### config.mk
export PLATFORM = sky130hd
export DESIGN_NAME = frame_stack_ctrl
export DESIGN_NICKNAME = d
export VERILOG_FILES = /design/src/rtl/frame_stack_ctrl_pkg.sv /design/src/rtl/frame_shadow_reg.sv /design/src/rtl/frame_stack_ctrl.sv
export SDC_FILE = /design/constraint.sdc
export NUM_CORES = 1
export LEC_CHECK = 0
export ABC_AREA = 1
export BUFFER_PORTS_ARGS = -buffer_cell sky130_fd_sc_hd__buf_2
export CAP_MARGIN = 20
export CELL_PAD_IN_SITES_DETAIL_PLACEMENT = 2
export CELL_PAD_IN_SITES_GLOBAL_PLACEMENT = 2
export CORE_ASPECT_RATIO = 1.4
export CORE_MARGIN = 3
export CORE_UTILIZATION = 26
export DETAILED_ROUTE_END_ITERATION = 16
export PLACE_DENSITY_LB_ADDON = 0.15
export SETUP_SLACK_MARGIN = 0.5
export SYNTH_ARGS = -nofsm -noshare
export SYNTH_HDL_FRONTEND = slang
export SYNTH_SLANG_ARGS = --single-unit
### constraint.sdc
create_clock -name clk -period 3.5 [get_ports clk]
set_clock_uncertainty 0.2 [all_clocks]
set_input_delay 0 -clock clk [delete_from_list [all_inputs] [get_ports clk]]
set_output_delay 0 -clock clk [all_outputs]
set_load 0.02 [all_outputs]
### src/rtl/frame_stack_ctrl_pkg.sv
// Purpose: shared frame constants, FSM state encoding and frame-word helper.
// Latency: n/a (declarations only).
// Backpressure: n/a.
// Contents: NWORDS/FRAME_W frame geometry, ST_* state codes, frame_word() slice helper.
package frame_stack_ctrl_pkg;

  // Registers 0..14 form one saved frame; the register file uses the same sizes.
  localparam int NWORDS  = 15;
  localparam int FRAME_W = 16 * NWORDS;

  localparam logic [1:0] ST_IDLE    = 2'd0;
  localparam logic [1:0] ST_SAVE    = 2'd1;
  localparam logic [1:0] ST_LOAD    = 2'd2;
  localparam logic [1:0] ST_RESTORE = 2'd3;

  // Word idx of a frame lives at bits [16*idx+15 : 16*idx].
  function automatic logic [15:0] frame_word(input logic [FRAME_W-1:0] frame, input int idx);
    return frame[16*idx +: 16];
  endfunction

endpackage

### src/rtl/frame_shadow_reg.sv
// Purpose: frame-wide shadow register with parallel snapshot load and per-word access.
// Latency: writes visible the cycle after load/wr_en; rd_data and frame are combinational.
// Backpressure: none; the owner decides when to load or write.
// Ports: clk/reset; load+snap (whole frame); wr_en/wr_idx/wr_data (one word);
//        rd_idx/rd_data (one word); frame (full image).
module frame_shadow_reg #(
  parameter int NWORDS = 15,
  parameter int CW     = $clog2(NWORDS)
) (
  input  logic                  clk,
  input  logic                  reset,
  input  logic                  load,
  input  logic [16*NWORDS-1:0]  snap,
  input  logic                  wr_en,
  input  logic [CW-1:0]         wr_idx,
  input  logic [15:0]           wr_data,
  input  logic [CW-1:0]         rd_idx,
  output logic [15:0]           rd_data,
  output logic [16*NWORDS-1:0]  frame
);

  logic [16*NWORDS-1:0] shadow;

  // load and wr_en are never requested together by the controller;
  // load wins if they ever coincide.
  always_ff @(posedge clk) begin
    if (reset) begin
      shadow <= '0;
    end else if (load) begin
      shadow <= snap;
    end else if (wr_en) begin
      shadow[{wr_idx, 4'b0000} +: 16] <= wr_data;
    end
  end

  assign rd_data = shadow[{rd_idx, 4'b0000} +: 16];
  assign frame   = shadow;

endmodule

### src/rtl/frame_stack_ctrl.sv
// Purpose: saves the register-file frame to a memory stack on call, reloads it on return.
// Latency: call = NWORDS busy cycles, return = NWORDS+1 busy cycles, plus one per memory wait.
// Backpressure: mem_ready=0 holds address/data/strobe; busy stalls the core; requests while busy are dropped.
// Ports: clk/reset; call_req/ret_req from control; fc_snap/fc_restore/restore to the register file;
//        mem_addr/mem_wdata/mem_we/mem_re/mem_rdata/mem_ready to data memory;
//        busy/done/depth/err_overflow/err_underflow status.
module frame_stack_ctrl #(
  parameter int            NWORDS    = frame_stack_ctrl_pkg::NWORDS,
  parameter int            MAX_DEPTH = 16,
  parameter int            AW        = 16,
  parameter logic [AW-1:0] BASE_ADDR = 16'hF000
) (
  input  logic                  clk,
  input  logic                  reset,
  input  logic                  call_req,
  input  logic                  ret_req,
  input  logic [16*NWORDS-1:0]  fc_snap,
  output logic [16*NWORDS-1:0]  fc_restore,
  output logic                  restore,
  output logic [AW-1:0]         mem_addr,
  output logic [15:0]           mem_wdata,
  output logic                  mem_we,
  output logic                  mem_re,
  input  logic [15:0]           mem_rdata,
  input  logic                  mem_ready,
  output logic                  busy,
  output logic                  done,
  output logic [4:0]            depth,
  output logic                  err_overflow,
  output logic                  err_underflow
);
  import frame_stack_ctrl_pkg::*;

  localparam int CW = $clog2(NWORDS);

  logic [1:0]    state;
  logic [AW-1:0] sp;
  logic [CW-1:0] cnt;
  logic [15:0]   shadow_word;
  logic          last_word;
  logic          shadow_load;
  logic          shadow_wr;
  logic          stack_full;
  logic          stack_empty;

  assign last_word   = (cnt == CW'(NWORDS - 1));
  assign stack_full  = (depth == 5'(MAX_DEPTH));
  assign stack_empty = (depth == 5'd0);

  // Snapshot only on an accepted call; the simultaneous-request error leaves the shadow alone.
  assign shadow_load = (state == ST_IDLE) && call_req && !ret_req && !stack_full;
  assign shadow_wr   = (state == ST_LOAD) && mem_ready;

  frame_shadow_reg #(
    .NWORDS (NWORDS),
    .CW     (CW)
  ) u_shadow (
    .clk     (clk),
    .reset   (reset),
    .load    (shadow_load),
    .snap    (fc_snap),
    .wr_en   (shadow_wr),
    .wr_idx  (cnt),
    .wr_data (mem_rdata),
    .rd_idx  (cnt),
    .rd_data (shadow_word),
    .frame   (fc_restore)
  );

  always_ff @(posedge clk) begin
    if (reset) begin
      state         <= ST_IDLE;
      sp            <= BASE_ADDR;
      depth         <= 5'd0;
      cnt           <= '0;
      err_overflow  <= 1'b0;
      err_underflow <= 1'b0;
    end else begin
      err_overflow  <= 1'b0;
      err_underflow <= 1'b0;
      case (state)
        ST_IDLE: begin
          if (call_req && ret_req) begin
            err_overflow  <= 1'b1;
            err_underflow <= 1'b1;
          end else if (call_req) begin
            if (stack_full) begin
              err_overflow <= 1'b1;
            end else begin
              cnt   <= '0;
              state <= ST_SAVE;
            end
          end else if (ret_req) begin
            if (stack_empty) begin
              err_underflow <= 1'b1;
            end else begin
              cnt   <= '0;
              state <= ST_LOAD;
            end
          end
        end
        ST_SAVE: begin
          if (mem_ready) begin
            if (last_word) begin
              cnt   <= '0;
              sp    <= sp + AW'(NWORDS);
              depth <= depth + 5'd1;
              state <= ST_IDLE;
            end else begin
              cnt <= cnt + 1'b1;
            end
          end
        end
        ST_LOAD: begin
          if (mem_ready) begin
            if (last_word) begin
              cnt   <= '0;
              state <= ST_RESTORE;
            end else begin
              cnt <= cnt + 1'b1;
            end
          end
        end
        ST_RESTORE: begin
          sp    <= sp - AW'(NWORDS);
          depth <= depth - 5'd1;
          state <= ST_IDLE;
        end
        default: state <= ST_IDLE;
      endcase
    end
  end

  // Memory port and pulses are decoded from state so a wait cycle holds them unchanged.
  always_comb begin
    mem_we    = 1'b0;
    mem_re    = 1'b0;
    mem_addr  = sp;
    mem_wdata = 16'h0000;
    restore   = 1'b0;
    done      = 1'b0;
    case (state)
      ST_SAVE: begin
        mem_we    = 1'b1;
        mem_addr  = sp + AW'(cnt);
        mem_wdata = shadow_word;
        done      = mem_ready && last_word;
      end
      ST_LOAD: begin
        mem_re   = 1'b1;
        // sp points one past the newest frame; step back to its first word.
        mem_addr = sp - AW'(NWORDS) + AW'(cnt);
      end
      ST_RESTORE: begin
        restore = 1'b1;
        done    = 1'b1;
      end
      default: ;
    endcase
  end

  assign busy = (state != ST_IDLE);

endmodule

---- After elaboration in Yosys (flattened, before gate mapping) ----
Cells that the tools add are included.
storage, ports and cells
  register bits ........................... 269
  bits of input ports ..................... 261
operators by class
  add/sub/neg operators ................... 8
  equality and inequality tests ........... 14
  shifts and indexed selects .............. 3
  multiplexer cells ....................... 40
  bitwise gates (word level) .............. 1
  reduce and logical (&&, ||, !) cells .... 19
operators by type and width
  operator                   number
  $mux 240                   2
  $bwmux 240                 1
  $shift 16x10->240 const A  1
  $shiftx 16x10->240         1
  $shiftx 240x9->16          1
  $pmux 16 s2                2
  $mux 16                    3
  $add 16x4->16              2
  $mux 4                     7
  $mux 2                     9
  $add 16x4->16 const B      1
  $sub 16x4->16 const B      1
  $mux 1                     10
  $mux 5                     2
  $ne 2x2->1 const B         5
  $neg 8->10                 1
  $pmux 5 s2                 1
  $ne 3x3->1 const B         3
  $pmux 2 s4                 1
  $pmux 4 s2                 1
  $reduce_and 8->1           1
  $reduce_bool 2->1          4
  $logic_and 1x1->1          6
  $reduce_and 6->1           1
  other kinds (15)           18

---- Longest topological paths before layout ----
Gate-level depths: netlist of run 1.
  depth in word-level cells ............... 6
  gate-level depth with buffers ........... 19

---- Modules after synthesis ----
Synthesis of run 1 repeated with hierarchy kept, for this count alone.
second synthesis, totals
  cell total of the unflattened synthesis .. 2935
  area, all modules ....................... 17750.8 µm²
modules (own cells, without submodules)
  module            instances  cells each  area each (µm²)  seq. area each (µm²)
  frame_shadow_reg  1          2404        14571.5          4804.6
  frame_stack_ctrl  1          531         3179.3           580.6

---- Worst setup path before layout of run 1 ----
No wires, ideal clock.
  path type ............................... reg-to-output
  start point ............................. reg state[0]
  end point ............................... out mem_addr[8]
  data arrival time ....................... 2.997 ns
  path slack .............................. 0.303 ns
  cell stages (with the launch flop) ...... 15
  buffers on the path ..................... 2
  path through ............................ dfxtp_1 > inv_1 > ha_1 > clkbuf_1 > buf_1 > xor2_1 > ha_1 > fa_1 > nand3_1 > nand3_1 > nand2_1 > a21oi_1 > nand2_1 > xor2_1 > o21ai_0
on the way
  word-level cells in the longest chain between the ends .. 2
ends and longest elaborated chain
  item                                      line                     text
  start, declared                           frame_stack_ctrl.sv:36   logic [1:0] state;
  start signal, assigned                    frame_stack_ctrl.sv:72   state <= ST_IDLE;
  start signal, assigned                    frame_stack_ctrl.sv:91   state <= ST_SAVE;
  start signal, assigned                    frame_stack_ctrl.sv:98   state <= ST_LOAD;
  $eq 2x2->1 or $eq 2x1->1 (tied branches)  frame_stack_ctrl.sv:142  case (state)
  $pmux 16 s2 *                             frame_stack_ctrl.sv:142
  end, declared                             frame_stack_ctrl.sv:20   output logic [AW-1:0] mem_addr,
Mark *: on every way between the ends. The rest lies on a longest branch, timed or not.

---- Worst setup path in the final report of run 1 ----
  start point ............................. reg state[0]
  end point ............................... out mem_addr[10]
The elaborated chain is that of the path after synthesis.

==> run_results.csv, run 1 <==
group,metric,value,unit
grt,grt_overflow_total,0,
logic_synthesis,ys_types,48,
detailed_routing,first_pass_iters,5,
final_layout,area.growth.synth_to_final,51.90,%
timing,fin_crit,3170,ps
power_and_ir_drop,intPower,7765,µW
final_layout,finalNetCount,3660,
logic_synthesis,yosysMostFrequentCell,"nand2_1",
logic_synthesis,synth_edf_count,0,
clocking,cts_root_buffer,"clkbuf_16",
critical_path,crit_chain,"inv_2 -> ha_4 -> buf_12 -> xor2_1 -> ha_2 -> fa_2 -> nand3_2 -> nand3_2 -> nand2_2 -> a21oi_4 -> nand2_2 -> nor2_4 -> xor2_1 -> nand2_1 -> nand2_2 -> buf_6",
critical_path,critPathLaunchType,"register",
clocking,cts_tree,"built",
critical_path,end_kind,"output pin",
timing,hold_viol,0,
critical_path,cpPeakStageDelay,320,ps
die,core,61320,µm²
timing,finalCritPeriodShare,0.9056,
grt,grt_max_degree,171,
timing,fin_setup_tns,0,ps
critical_path,cp_max_fo,5,
grt,grt_pass1_wl,179900,µm
place,placed_cell_area,19890,µm²
critical_path,crit_path_top_delay_cell,"dfxtp_2",
die,pin_count,545,
worst_hold_path,hold_path.class,"in -> reg",
detailed_routing,drtIter0Drc,1580,
clocking,cts_buffers,34,
logic_synthesis,synth_top_cell_by_area,"dfxtp_1",
clocking,cts_max_path_buffers,3,
logic_synthesis,synthTopCellsByCount,"nand2_1 (804), dfxtp_1 (269), inv_1 (256)",
detailed_routing,vias,23330,
power_and_ir_drop,pwr-share-seq,0.274,
logic_synthesis,ys_seq_area_frac,0.3319,
power_and_ir_drop,comb_power_share,0.452,
final_layout,stdcell_area,24650,µm²
die,die_y,301.6,µm
detailed_routing,wl,129200,µm
detailed_routing,wl_per_cell,30.57,µm
timing,rsz0062_at_grt,"true",
clocking,clk-insertion-delay-late,540,ps
critical_path,rrSetupSlack,520,ps
clocking,clkTransAtPathRegs,60,ps
die,start_util,0.2646,
critical_path,crit_type,"reg -> out",
logic_synthesis,ys_async_sr_fraction,0,
power_and_ir_drop,power.leakage,0.01104,µW
logic_synthesis,synth_ff_type,"dfxtp_1",
logic_synthesis,mappedNetlistArea,16230,µm²
worst_hold_path,hold_path_end,"u_shadow.frame[135]",
detailed_routing,antenna_left,0,
place,place_hpwl,93490,µm
logic_synthesis,yosysWarnings,0,
timing,timing.fmax,315.5,MHz
logic_synthesis,ys_seq_elements,269,
power_and_ir_drop,irDropWorstVdd,372.7,µV
critical_path,crit_top_cell,"nand2_2",
logic_synthesis,syn_inst,2601,
power_and_ir_drop,power.switching,6497,µW
outcome,status,"finished clean",
logic_synthesis,avgSynthCellArea,6.239,µm²
timing,setup-violations-final,0,
timing,slew_violations,0,
detailed_routing,drc,0,
critical_path,reg2reg_depth,14,
logic_synthesis,synthTopCellsByArea,"dfxtp_1 (33%), nand2_1 (19%), inv_1 (5.9%)",
place,port_buffers,544,
critical_path,worst_ep_required_time,3300,ps
critical_path,r2r-start,"state[0]",
clocking,cts.sinks,269,
power_and_ir_drop,powerDensity,578.6,nW/µm²
critical_path,rr_endpoint,"u_shadow.frame[149]",
die,die_area,65490,µm²
timing,relSlewSlack,0.2000,
grt,grtUsageTotal,0.3756,
logic_synthesis,yosysTopAreaCellShare,0.3319,
grt,grt_pass1_vias,25480,
logic_synthesis,synth_fp_nets,2883,
worst_hold_path,hold_start,"fc_snap[135]",
critical_path,cp.arrival,2970,ps
clocking,cts-htree-levels,2,
run,drv_cap,0,
die,die_w,217.1,µm
power_and_ir_drop,netSwitchingFraction,0.4556,
worst_hold_path,hold_depth,4,
detailed_routing,vias_per_cell,5.520,
die,rows,107,
final_layout,drive_gt1_frac,0.2456,
timing,tightest_slew,1188,ps
place,gp_congestion,0.9841,
power_and_ir_drop,pwr-share-clk,0.274,
grt,antenna_found_initial,8,
==> metal layers <==
layer	global-route usage	vias to the layer above	part of all wire
li1	-	10180	-
met1	0.4043	11620	0.37
met2	0.6657	1099	0.49
met3	0.06339	424	0.056
met4	0.2646	0	0.085
met5	0	-	0
==> through the flow <==
stage	power, µW	utilization	hold slack, ps	setup WS, ps	std cells
2_1_floorplan	6815	-	-59.04	535.4	2601
3_5_place_dp	9420	0.3245	64.53	144.3	3860
3_3_place_gp	9270	0.3245	54.76	255.8	3860
5_1_grt	14780	0.4020	97.47	146.3	4225
6_report	14260	0.4020	80.01	330.4	4226
4_1_cts	13800	0.3935	51.54	257.1	4196
==> state kept, by name, indices dropped and copies added (netlist names) <==
name            count
cnt                 4
depth               5
err_overflow        1
err_underflow       1
sp                 16
state               2
u_shadow.frame    240
==> logic make-up (layout without fill, tap and decap cells) <==
| group | after synthesis | in the layout | share of synthesized area |
|---|---|---|---|
| and+or+nand+nor | 1303 | 1303 | 0.3336 |
| other | 0 | 9 | 0 |
| buffers and inverters | 450 | 1249 | 0.1087 |
| xor gates and xnor gates | 12 | 12 | 0.006940 |
| AOI/OAI and AO/OA | 546 | 546 | 0.2017 |
| DFF | 269 | 269 | 0.3319 |
| adders and majority gates | 21 | 21 | 0.01712 |
==> what timing repair did <==
action                                  CTS  global route
cloned                                    1             2
hold buffers                            261             0
setup buffers                            16            18
pin swaps                                18            18
endpoints found under the hold margin   248             0
gates resized for setup                  76            62
endpoints found under the setup margin   48           100
==> power groups by stage <==
stage	clock (µW)	combinational [µW]	sequential, µW
final	3910	6450	3900
after global routing	4060	6810	3910
after CTS	3930	6000	3870
after detailed placement	0	5500	3920
after global placement	0	5350	3920
after floorplan	0	2740	4080
==> placed cells by master (no fill, tap or decap), types with 5 or more instances in the layout <==
cell type,Yosys,layout
ha_4,0,5
nor4_1,8,8
dlygate4sd3_1,0,261
clkbuf_16,0,40
dfxtp_2,0,5
dfxtp_1,269,261
a21oi_1,99,97
buf_6,1,10
o221ai_1,21,21
buf_12,0,8
clkbuf_8,0,8
ha_1,19,13
o2111ai_2,0,10
buf_4,4,96
a31oi_1,139,137
inv_1,256,248
nand2_2,3,18
nand3_1,180,173
diode_2,0,9
a22oi_1,5,5
nor2_4,3,7
nor3_1,47,47
nand2_1,804,788
a211oi_1,6,6
o2111ai_1,16,6
o211ai_1,40,40
buf_2,40,533
o22ai_1,21,20
inv_2,16,14
nor2_1,204,195
xor2_1,8,8
nand3_2,2,8
nor2_2,9,14
o21ai_1,2,5
clkbuf_1,106,6
nand4_1,34,34
o21ai_0,183,174
==> layout make-up <==
cell class	count	area [µm²]
repair buffers	916	6469
well taps	817	1022
clock inverters	6	108.9
fillers	7359	36670
flip-flops and latches	269	5403
diodes	9	22.52
clock buffers	52	1084
inverters	275	1086
multi-input cells	1882	9454
==> worst max-delay path, delay by kind of cell, from the launching register on <==
kind / cells / cell delay (ps)
adder cells (fa/ha/maj): 3 / 640
flip-flops: 1 / 320
XOR/XNOR: 2 / 330
buffers and inverters: 3 / 290
AO/OA/AOI/OAI: 1 / 150
AND/OR/NAND/NOR: 7 / 690
==> worst max path at each step <==
| stage | from | to | slack [ps] | depth (start not counted) |
|---|---|---|---|---|
| 3_5_place_dp | state[0] | mem_addr[11] | 140 | 17 |
| 4_1_cts | state[0] | mem_addr[15] | 260 | 18 |
| 2_1_floorplan | cnt[0] | u_shadow.frame[21] | 540 | 14 |
| 5_1_grt | sp[0] | mem_addr[11] | 150 | 17 |
| 3_3_place_gp | state[0] | mem_addr[13] | 260 | 18 |
| 6_report | state[0] | mem_addr[10] | 330 | 16 |
Note: power is estimated with default switching activity, not from simulation.
==> run 2: changes to the inputs <==
--- a/config.mk
+++ b/config.mk
@@ -11,7 +11,7 @@
 export CELL_PAD_IN_SITES_DETAIL_PLACEMENT = 2
 export CELL_PAD_IN_SITES_GLOBAL_PLACEMENT = 2
 export CORE_ASPECT_RATIO = 1.4
-export CORE_MARGIN = 3
+export CORE_MARGIN = 2
 export CORE_UTILIZATION = 26
 export DETAILED_ROUTE_END_ITERATION = 16
 export PLACE_DENSITY_LB_ADDON = 0.15
==> run 2 against run 1 <==
Compared with the run above:
- clock power is 6.6% lower
- setup slack got worse by 47 ps
- critical path depth decreased by 1
- design area fell by 0.16%
- count of clock-buffer cells in the layout fell by 6
- die area decreased by 1.6%
- critical path type unchanged
- via count grew 1.2%
- global-route usage is 1.4 points higher
- highest routed layer is now met5
- flip-flop and latch count stayed put
==> run_results.csv, run 2 (synthesis results as in run 1) <==
group,metric,value,unit
critical_path,end_kind,"output pin",
detailed_routing,wl_per_cell,30.91,µm
place,place_hpwl,94610,µm
power_and_ir_drop,power.leakage,0.01101,µW
final_layout,finalNetCount,3669,
detailed_routing,antenna_left,0,
place,gp_congestion,0.9843,
grt,grt_pass1_vias,25770,
critical_path,crit_type,"reg -> out",
place,port_buffers,544,
clocking,cts_buffers,34,
power_and_ir_drop,irDropWorstVdd,268.4,µV
clocking,clk-insertion-delay-late,560,ps
final_layout,final_common_cell,"nand2_1",
final_layout,nFillCells,7428,
clocking,cts_max_path_buffers,3,
power_and_ir_drop,powerDensity,569.7,nW/µm²
final_layout,largest_reg_flops,240,
timing,tightest_slew,1084,ps
die,die_w,215.1,µm
worst_hold_path,hold_path.class,"in -> reg",
timing,timing.fmax,310.9,MHz
timing,rsz0062_at_grt,"true",
die,die_area,64450,µm²
timing,relSlewSlack,0.2695,
detailed_routing,vias,23610,
grt,grtUsageMet1,0.4146,
clocking,cts.sinks,269,
grt,grt_overflow_total,0,
clocking,clkTransAtPathRegs,60,ps
place,pre_cts_ws,342.2,ps
critical_path,worst_ep_required_time,3300,ps
final_layout,drive_gt1_frac,0.2457,
critical_path,cp_max_fo,6,
die,core,61890,µm²
timing,fin_crit,3217,ps
clocking,cts_tree,"built",
grt,grt.busiest_layer,"met2",
die,die_y,299.6,µm
grt,antenna_found_initial,9,
die,start_util,0.2622,
place,place_inst,3874,
final_layout,finalNonFillerCells,4233,
timing,hold_viol,0,
clocking,cts-htree-levels,2,
die,rows,108,
critical_path,critPathLaunchType,"register",
outcome,status,"finished clean",
grt,grt_use_met3,0.07347,
detailed_routing,vias_per_cell,5.577,
timing,finalCritPeriodShare,0.9190,
timing,worst_slack,283.4,ps
critical_path,cp.arrival,3020,ps
detailed_routing,first_pass_iters,5,
timing,fin_setup_tns,0,ps
final_layout,final_cell_mix,"nand2_1 (789), buf_2 (532), dlygate4sd3_1 (263)",
timing,setup-violations-final,0,
detailed_routing,drtIter0Drc,1757,
clocking,cts_root_buffer,"clkbuf_16",
final_layout,area.growth.synth_to_final,51.66,%
grt,grt.met2_usage,0.6735,
timing,slew_violations,0,
detailed_routing,wl,130800,µm
run,drv_cap,0,
die,pin_count,545,
detailed_routing,drc,0,
timing,hold_ws,73.78,ps
grt,grt_pass1_wl,182800,µm
grt,grt_max_degree,112,
grt,grtUsageTotal,0.3899,
-- run 2: cell types whose count changed in the layout (fill, tap and decap cells not counted), sizes merged --
| cell | delta |
|---|---|
| clkinvlp | -1 |
| bufbuf | +2 |
| buf | +6 |
| clkinv | -3 |
| inv | +6 |
| diode | -4 |
| bufinv | -1 |
| dlygate4sd3 | +2 |
| clkbuf | -8 |
-- run 2: timing repair --
| action | in CTS | in global routing |
|---|---|---|
| resized for setup | 75 | 74 |
| setup buffers | 14 | 20 |
| pin swaps | 17 | 27 |
| gates cloned | 3 | 1 |
| hold endpoints to repair | 247 | 0 |
| hold buffers | 263 | 0 |
| setup endpoints to repair | 65 | 150 |
-- run 2: layout make-up --
cell class / count / area [µm²] / share of cell area
Multi-Input combinational cell: 1882 / 9485 / 0.3854
Timing Repair Buffer: 924 / 6534 / 0.2655
Sequential cell: 269 / 5404 / 0.2196
Inverter: 275 / 1072 / 0.04357
Tap cell: 825 / 1032 / 0.04194
Clock buffer: 46 / 977.2 / 0.03971
Clock inverter: 6 / 85.08 / 0.003457
Antenna cell: 5 / 12.51 / 0.0005084
Timing Repair inverter: 1 / 7.507 / 0.0003050
-- run 2: metal layers --
| layer | vias up | wire length (µm) |
|---|---|---|
| met1 | 11770 | 47090 |
| met5 | - | 34 |
| li1 | 10190 | - |
| met3 | 433 | 8373 |
| met2 | 1203 | 63010 |
| met4 | 6 | 12340 |
-- run 2: worst max-delay path, cell delays in order (launching register included) --
cell     delay [ps]
dfxtp_4         370
ha_4            190
nand3_1         220
inv_1           110
nor2_2          200
nand2_1          80
nand2_1         100
nand3_1         140
nand2_1         220
nand2_1         120
nor2_1          190
nand3_1         110
nand2_1         100
nand3_2          80
nand2_2          90
buf_6           110
-- run 2: path summary, 6_finish.rpt --
path,to,slack [ps],start,cells after the start
min,u_shadow.frame[122],70,fc_snap[122],4
max,mem_addr[15],280,sp[0],15
min reg2reg,u_shadow.frame[190],310,u_shadow.frame[190],2
max reg2reg,u_shadow.frame[213],480,cnt[0],15
-- run 2: through the flow --
stage	cell area (µm²)	total power, µW	utilization
floorplan	16240	6815	-
global placement	19960	9275	0.3225
detailed placement	19960	9416	0.3225
CTS	24120	13560	0.3898
global route	24610	14500	0.3976
finish	24610	14020	0.3976
-- run 2: report_power, final --
part	switching, µW	internal, µW
combinational	4470	1960
sequential	526	3420
clock	1560	2090
